[src/rtl/psum_acc_relu_if.sv]
// rtl/psum_acc_relu_if.sv - input/output vector handshakes and group config for psum_acc_relu
interface psum_acc_relu_if #(
  parameter int col     = 8,
  parameter int psum_bw = 16
);
  logic [3:0]             taps;
  logic                   act_en;
  logic [psum_bw*col-1:0] in_data;
  logic                   in_valid;
  logic                   in_rd;
  logic [psum_bw*col-1:0] out_data;
  logic                   out_valid;
  logic                   out_ready;
  logic                   busy;

  modport master (
    output taps, act_en, in_data, in_valid, out_ready,
    input  in_rd, out_data, out_valid, busy
  );

  modport slave (
    input  taps, act_en, in_data, in_valid, out_ready,
    output in_rd, out_data, out_valid, busy
  );
endinterface

[src/rtl/psum_acc_relu.sv]
// rtl/psum_acc_relu.sv - per-lane accumulation of taps vectors, saturation and optional ReLU
module psum_acc_relu #(
  parameter int col     = 8,
  parameter int psum_bw = 16
) (
  input logic           clk,
  input logic           reset,
  psum_acc_relu_if.slave bus
);
  localparam int aw = psum_bw + 4;
  localparam logic signed [aw-1:0] sat_hi = {{(aw-psum_bw+1){1'b0}}, {(psum_bw-1){1'b1}}};
  localparam logic signed [aw-1:0] sat_lo = {{(aw-psum_bw+1){1'b1}}, {(psum_bw-1){1'b0}}};

  typedef enum logic [1:0] {IDLE, ACC, HOLD} state_t;

  state_t                 state;
  state_t                 state_nx;
  logic [3:0]             taps_q;
  logic [3:0]             cnt;
  logic                   act_q;
  logic [psum_bw*col-1:0] out_q;

  logic                   rd;
  logic                   beat;
  logic [3:0]             taps_eff;
  logic [3:0]             cnt_nx;
  logic                   last;
  logic                   act_use;
  logic                   load;
  logic [psum_bw*col-1:0] out_nx;

  assign rd       = (state != HOLD);
  assign beat     = bus.in_valid && rd;
  assign taps_eff = (bus.taps == 4'd0) ? 4'd1 : bus.taps;
  assign cnt_nx   = (state == IDLE) ? 4'd1 : cnt + 4'd1;
  // Group config comes from the live inputs on the first beat, from the latched copy afterwards
  assign last     = (state == IDLE) ? (taps_eff == 4'd1) : (cnt_nx == taps_q);
  assign act_use  = (state == IDLE) ? bus.act_en : act_q;
  assign load     = beat && last;

  for (genvar k = 0; k < col; k++) begin : g_lane
    logic signed [aw-1:0]      acc;
    logic signed [aw-1:0]      ext;
    logic signed [aw-1:0]      sum_nx;
    logic signed [psum_bw-1:0] sat;

    assign ext    = {{(aw-psum_bw){bus.in_data[psum_bw*(k+1)-1]}}, bus.in_data[psum_bw*k +: psum_bw]};
    assign sum_nx = ((state == IDLE) ? '0 : acc) + ext;
    assign sat    = (sum_nx > sat_hi) ? sat_hi[psum_bw-1:0] :
                    (sum_nx < sat_lo) ? sat_lo[psum_bw-1:0] : sum_nx[psum_bw-1:0];
    assign out_nx[psum_bw*k +: psum_bw] = (act_use && sat[psum_bw-1]) ? '0 : sat;

    always_ff @(posedge clk or posedge reset) begin
      if (reset) begin
        acc <= '0;
      end else if (beat) begin
        acc <= sum_nx;
      end
    end
  end

  always_ff @(posedge clk or posedge reset) begin
    if (reset) begin
      state <= IDLE;
    end else begin
      state <= state_nx;
    end
  end

  always_comb begin
    state_nx = state;
    case (state)
      IDLE:    if (beat) state_nx = last ? HOLD : ACC;
      ACC:     if (load) state_nx = HOLD;
      HOLD:    if (bus.out_ready) state_nx = IDLE;
      default: state_nx = IDLE;
    endcase
  end

  always_ff @(posedge clk or posedge reset) begin
    if (reset) begin
      taps_q <= 4'd0;
      act_q  <= 1'b0;
      cnt    <= 4'd0;
      out_q  <= '0;
    end else begin
      if (beat) begin
        cnt <= cnt_nx;
      end
      if (beat && (state == IDLE)) begin
        taps_q <= taps_eff;
        act_q  <= bus.act_en;
      end
      if (load) begin
        out_q <= out_nx;
      end
    end
  end

  assign bus.in_rd     = !reset && rd;
  assign bus.out_data  = out_q;
  assign bus.out_valid = (state == HOLD);
  assign bus.busy      = (state != IDLE);
endmodule

[src/flat_wrapper.sv]
// flat-port wrapper written by rule: the top's interface ports become plain ports
module psum_acc_relu_flat 
#(
  parameter int col     = 8,
  parameter int psum_bw = 16
)
  (clk, reset, bus_taps, bus_act_en, bus_in_data, bus_in_valid, bus_out_ready, bus_in_rd, bus_out_data, bus_out_valid, bus_busy);
  psum_acc_relu_if #(.col(col), .psum_bw(psum_bw)) bus_i ();
  input logic clk;
  input logic reset;
  input wire logic [$bits(bus_i.taps)-1:0] bus_taps;
  input wire logic [$bits(bus_i.act_en)-1:0] bus_act_en;
  input wire logic [$bits(bus_i.in_data)-1:0] bus_in_data;
  input wire logic [$bits(bus_i.in_valid)-1:0] bus_in_valid;
  input wire logic [$bits(bus_i.out_ready)-1:0] bus_out_ready;
  output wire logic [$bits(bus_i.in_rd)-1:0] bus_in_rd;
  output wire logic [$bits(bus_i.out_data)-1:0] bus_out_data;
  output wire logic [$bits(bus_i.out_valid)-1:0] bus_out_valid;
  output wire logic [$bits(bus_i.busy)-1:0] bus_busy;
  assign bus_i.taps = bus_taps;
  assign bus_i.act_en = bus_act_en;
  assign bus_i.in_data = bus_in_data;
  assign bus_i.in_valid = bus_in_valid;
  assign bus_i.out_ready = bus_out_ready;
  assign bus_in_rd = bus_i.in_rd;
  assign bus_out_data = bus_i.out_data;
  assign bus_out_valid = bus_i.out_valid;
  assign bus_busy = bus_i.busy;
  psum_acc_relu #(.col(col), .psum_bw(psum_bw)) u_core (.clk(clk), .reset(reset), .bus(bus_i));
endmodule
[config.mk]
export PLATFORM = sky130hd
export DESIGN_NAME = psum_acc_relu_flat
export DESIGN_NICKNAME = d
export VERILOG_FILES = /design/src/rtl/psum_acc_relu_if.sv /design/src/rtl/psum_acc_relu.sv /design/src/flat_wrapper.sv
export SDC_FILE = /design/constraint.sdc
export NUM_CORES = 1
export LEC_CHECK = 0
export CAP_MARGIN = 20
export CORE_MARGIN = 1.5
export CORE_UTILIZATION = 39
export CTS_BUF_LIST = sky130_fd_sc_hd__clkbuf_16
export CTS_CLUSTER_DIAMETER = 150
export DETAILED_ROUTE_END_ITERATION = 8
export SYNTH_ARGS = -nofsm -noshare
export SYNTH_HDL_FRONTEND = slang
export SYNTH_SLANG_ARGS = --single-unit
[constraint.sdc]
create_clock -name clk -period 16.6 [get_ports clk]
set_input_delay 2.49 -clock clk [delete_from_list [all_inputs] [get_ports clk]]
set_output_delay 2.49 -clock clk [all_outputs]
set_load 0.03 [all_outputs]
==> flow_summary.ini <==
[cells_and_area]
ff_latch_area_mm2 = 0.007482
area_of_the_multi_input_gates_mm2 = 0.01246
post_route_cells_drive_above_1_share_pct = 4.437
final_net_count = 2907
area_growth_pct = 22.45
fin_util_pct = 48.15
filler_instances = 5007
finish.cell_count_without_fillers = 3327
fin_area_mm2 = 0.02520

[worst_setup_path]
r2r-start = u_core.state[0]
path_common_cell = sky130_fd_sc_hd__clkdlybuf4s50_1
crit_start = reset
crit_fanout = 2
crit_path_start_kind = input pin
end_kind = primary output
cp.arrival_ps = 3810
worstPathRequired_ps = 14110
worstPathCellList = clkdlybuf4s50_1, nor2_1, clkdlybuf4s50_1
worstSetupPathType = input pin to primary output
regToRegEndpoint = u_core.bus.out_data[39]
crit_slowest_cell = sky130_fd_sc_hd__clkdlybuf4s50_1
reg2reg_slack_ps = 10980
timing.reg2reg.worst_path_depth = 15
timing.critical_path.slowest_cell_delay_ps = 670

[synth]
synth_enable_flop_cells = 0
ff_latch_count_synth = 299
synth_warnings = 0
synth_top_flop_cell = sky130_fd_sc_hd__dfrtp_1
synth_cells = 2389
postSynthAreaPerCell_um2 = 8.615
yosys.cell_types.count = 80
mappedNetlistNets = 2687
synth.yosys.seq_area_share_pct = 36.35
synth.cell_area_mm2 = 0.02058
postSynth.asyncResetShare_pct = 100.0

[global_routing]
global_route.usage.met1_pct = 29.75
first_pass_grt_wire_length_mm = 97.00
global_route.overflow_total = 0
grt_max_degree = 234
globalRouteTotalUtil_pct = 22.23
number_of_antenna_violations_at_the_first_check_in_global_routing = 6
grt_pass1_vias = 18290
grt.met3_usage_pct = 4.191
busiest_layer_in_global_routing = met2
grtUsageMet2_pct = 36.73

[placed_design]
dpl_worst_slack_ps = 9898
gp_routability_congestion = 0.8785
dp_hpwl_mm = 41.55
buffers_on_ports = 267
dpl-instance-area_mm2 = 0.02389
dp_cells = 3255

[timing]
worst_slew_pin_slew_ps = 1243
relSlewSlack_pct = 17.11
slew_violations = 0
setup-tns-final_ps = 0
timing.final.setup_violations = 0
finalWorstPathRequiredPeriod_ps = 6300
timing.fmax_mhz = 158.7
skew_final_ps = 20.52
fin_worst_hold_slack_ps = 463.4
final_critical_path_setup_slack_ps = 10300
grt_setup_unrepaired = no
min_period_over_period_pct = 37.95
hold_viol = 0

[die]
row_count = 84
die_outline_area_mm2 = 0.05416
chipHeight_um = 232.7
die_width_um = 232.7
total_i_o_pin_count = 268
floorplan.initialDensity_pct = 39.32
floorplan.core_area_mm2 = 0.05234

[routing]
routed-via-count = 18460
detail_route.iter0.violations = 1142
detailed_route_wire_length_mm = 60.32
first_pass_iters = 6
drc = 0
routedWlPerCell_um = 18.13
number_of_nets_still_failing_antenna_checks_after_routing = 0
via_per_inst = 5.547

[power]
vdd.ir_drop.worst_mv = 0.1049
portion_of_total_power_attributed_to_combinational_logic_pct = 63.8
totalPowerFinal_mw = 6.001
power-per-cell-area_mw_per_mm2 = 238.1
seqPwrFrac_pct = 21.7
leakagePower_nw = 11.44
switchingPower_mw = 2.831
power_switching_share_pct = 47.18
pwr-share-clk_pct = 14.6
cellInternalPower_mw = 3.170

[clock_tree]
insertion_delay_ps = 560
post_cts_resize_count = 0
clk_pin_slew_worst_paths_ps = 50
cts.hold.buffers_added = 0
cts_tree = built
buffers_from_clock_root_to_sink_at_most = 3
cts.sink_count = 299
numCtsBuffers = 38
htree_levels = 2
post-cts-setup-buffer-count = 0
cts_root_buffer = sky130_fd_sc_hd__clkbuf_16

[min_path]
hold-path-endpoint = u_core.g_lane[0].acc[11]
cell_depth_of_the_worst_hold_path = 2
hold_path.class = register to register
hold_start = u_core.g_lane[0].acc[11]

[outcome]
outcome = complete, no violations

[run]
maxCapViolations = 0
-- flip-flops by register name, indices dropped and copies added, names as in the netlist --
register and cells:
u_core.act_q 1, u_core.bus.out_data 128, u_core.taps_q 4, u_core.cnt 4, u_core.g_lane.acc 160, u_core.state 2
-- kinds of logic (layout without fill, tap and decap cells) --
kind of cell | after synthesis | in the layout | synth area share (%)
and+or+nand+nor | 942 | 942 | 21.61
AOI/OAI and AO/OA | 662 | 662 | 22.09
DFF | 299 | 299 | 36.35
buffers and inverters | 175 | 423 | 3.289
adders and majority gates | 161 | 161 | 10.08
xor gates and xnor gates | 130 | 130 | 5.532
muxes | 20 | 20 | 1.040
other | 0 | 2 | 0
-- layout make-up --
cell class                 count  share of cell area [%]
multi-input combinational   1915                   49.44
tap                          688                   3.416
sequential                   299                   29.69
timing repair buffer         288                   11.28
antenna                        2                 0.01986
clock inverter                29                   1.246
clock buffer                  39                   3.873
inverter                      67                   1.038
-- critical path, delay by kind of cell --
kind | cells | cell delay, ps
AND/OR/NAND/NOR | 1 | 140
buffers and inverters | 2 | 1180
-- synthesized netlist by cell type (5+ instances only) --
library cell	count	area (µm²)
sky130_fd_sc_hd__xnor2_1	80	700.7
sky130_fd_sc_hd__a21oi_1	124	620.6
sky130_fd_sc_hd__or2_2	7	43.79
sky130_fd_sc_hd__nand3_1	27	135.1
sky130_fd_sc_hd__o21ai_0	162	810.8
sky130_fd_sc_hd__a31oi_1	23	143.9
sky130_fd_sc_hd__buf_2	10	50.05
sky130_fd_sc_hd__o2111ai_1	9	78.83
sky130_fd_sc_hd__nand2b_1	17	106.4
sky130_fd_sc_hd__nor4_1	16	100.1
sky130_fd_sc_hd__and3_1	16	100.1
sky130_fd_sc_hd__nor2b_1	18	112.6
sky130_fd_sc_hd__nand3b_1	7	52.55
sky130_fd_sc_hd__o211ai_1	20	150.1
sky130_fd_sc_hd__a2111oi_0	9	78.83
sky130_fd_sc_hd__o31ai_1	14	105.1
sky130_fd_sc_hd__a21o_1	61	457.9
sky130_fd_sc_hd__xor2_1	50	437.9
sky130_fd_sc_hd__or3_1	9	56.30
sky130_fd_sc_hd__nor2_1	110	412.9
sky130_fd_sc_hd__mux2i_1	9	90.09
sky130_fd_sc_hd__o221ai_1	16	140.1
sky130_fd_sc_hd__a211oi_1	16	120.1
sky130_fd_sc_hd__nand4_1	14	87.58
sky130_fd_sc_hd__and2_1	173	1082
sky130_fd_sc_hd__a221o_1	48	480.5
sky130_fd_sc_hd__a41oi_1	5	43.79
sky130_fd_sc_hd__mux2_2	11	123.9
sky130_fd_sc_hd__nor3_1	44	220.2
sky130_fd_sc_hd__inv_1	67	251.5
sky130_fd_sc_hd__fa_1	8	160.2
sky130_fd_sc_hd__nor3b_1	16	120.1
sky130_fd_sc_hd__o21a_1	20	150.1
sky130_fd_sc_hd__dfrtp_1	299	7482
sky130_fd_sc_hd__a22oi_1	23	172.7
sky130_fd_sc_hd__a22o_1	17	148.9
sky130_fd_sc_hd__a311oi_1	5	43.79
sky130_fd_sc_hd__o21bai_1	19	142.6
sky130_fd_sc_hd__ha_1	153	1914
sky130_fd_sc_hd__buf_1	6	22.52
sky130_fd_sc_hd__clkbuf_1	91	341.6
sky130_fd_sc_hd__o311ai_0	11	96.34
sky130_fd_sc_hd__nand2_1	457	1715
-- how the worst max path moves through the flow --
stage	endpoint	slack, ps	depth (start not counted)
floorplan	u_core.act_q	5850	1
global placement	u_core.bus.out_data[98]	9880	12
detailed placement	u_core.bus.out_data[96]	9900	12
CTS	bus_in_rd	10290	3
global route	u_core.bus.out_data[96]	10100	12
finish	bus_in_rd	10300	3
-- per-layer routing --
layer	up-vias	routed length, µm
met2	416	28000
met3	92	3007
li1	9009	-
met1	8932	27970
met4	6	1303
met5	-	39
-- cells in the final DEF (no fill, tap or decap), drive strengths merged, types with 20 or more instances in the layout --
master,Yosys,layout
a31oi,24,24
o21ai,166,166
xnor2,80,80
nor3,44,44
a221o,48,48
nand3,27,27
xor2,50,50
inv,67,73
buf,17,21
nor2,110,110
dfrtp,299,299
a22oi,23,23
a21o,61,61
ha,153,153
o21a,20,20
nand2,457,457
and2,173,173
clkbuf,91,39
o211ai,20,20
clkdlybuf4s50,0,267
a21oi,125,125
-- power by group through the flow --
| stage | registers [mW] | clock network, mW | logic (mW) |
|---|---|---|---|
| floorplan | 1.54 | 0 | 2.48 |
| global placement | 1.30 | 0 | 3.73 |
| detailed placement | 1.30 | 0 | 3.80 |
| CTS | 1.30 | 0.903 | 3.82 |
| global route | 1.34 | 0.929 | 4.24 |
| finish | 1.30 | 0.875 | 3.83 |
No activity file was read; power rests on OpenSTA's default activity.
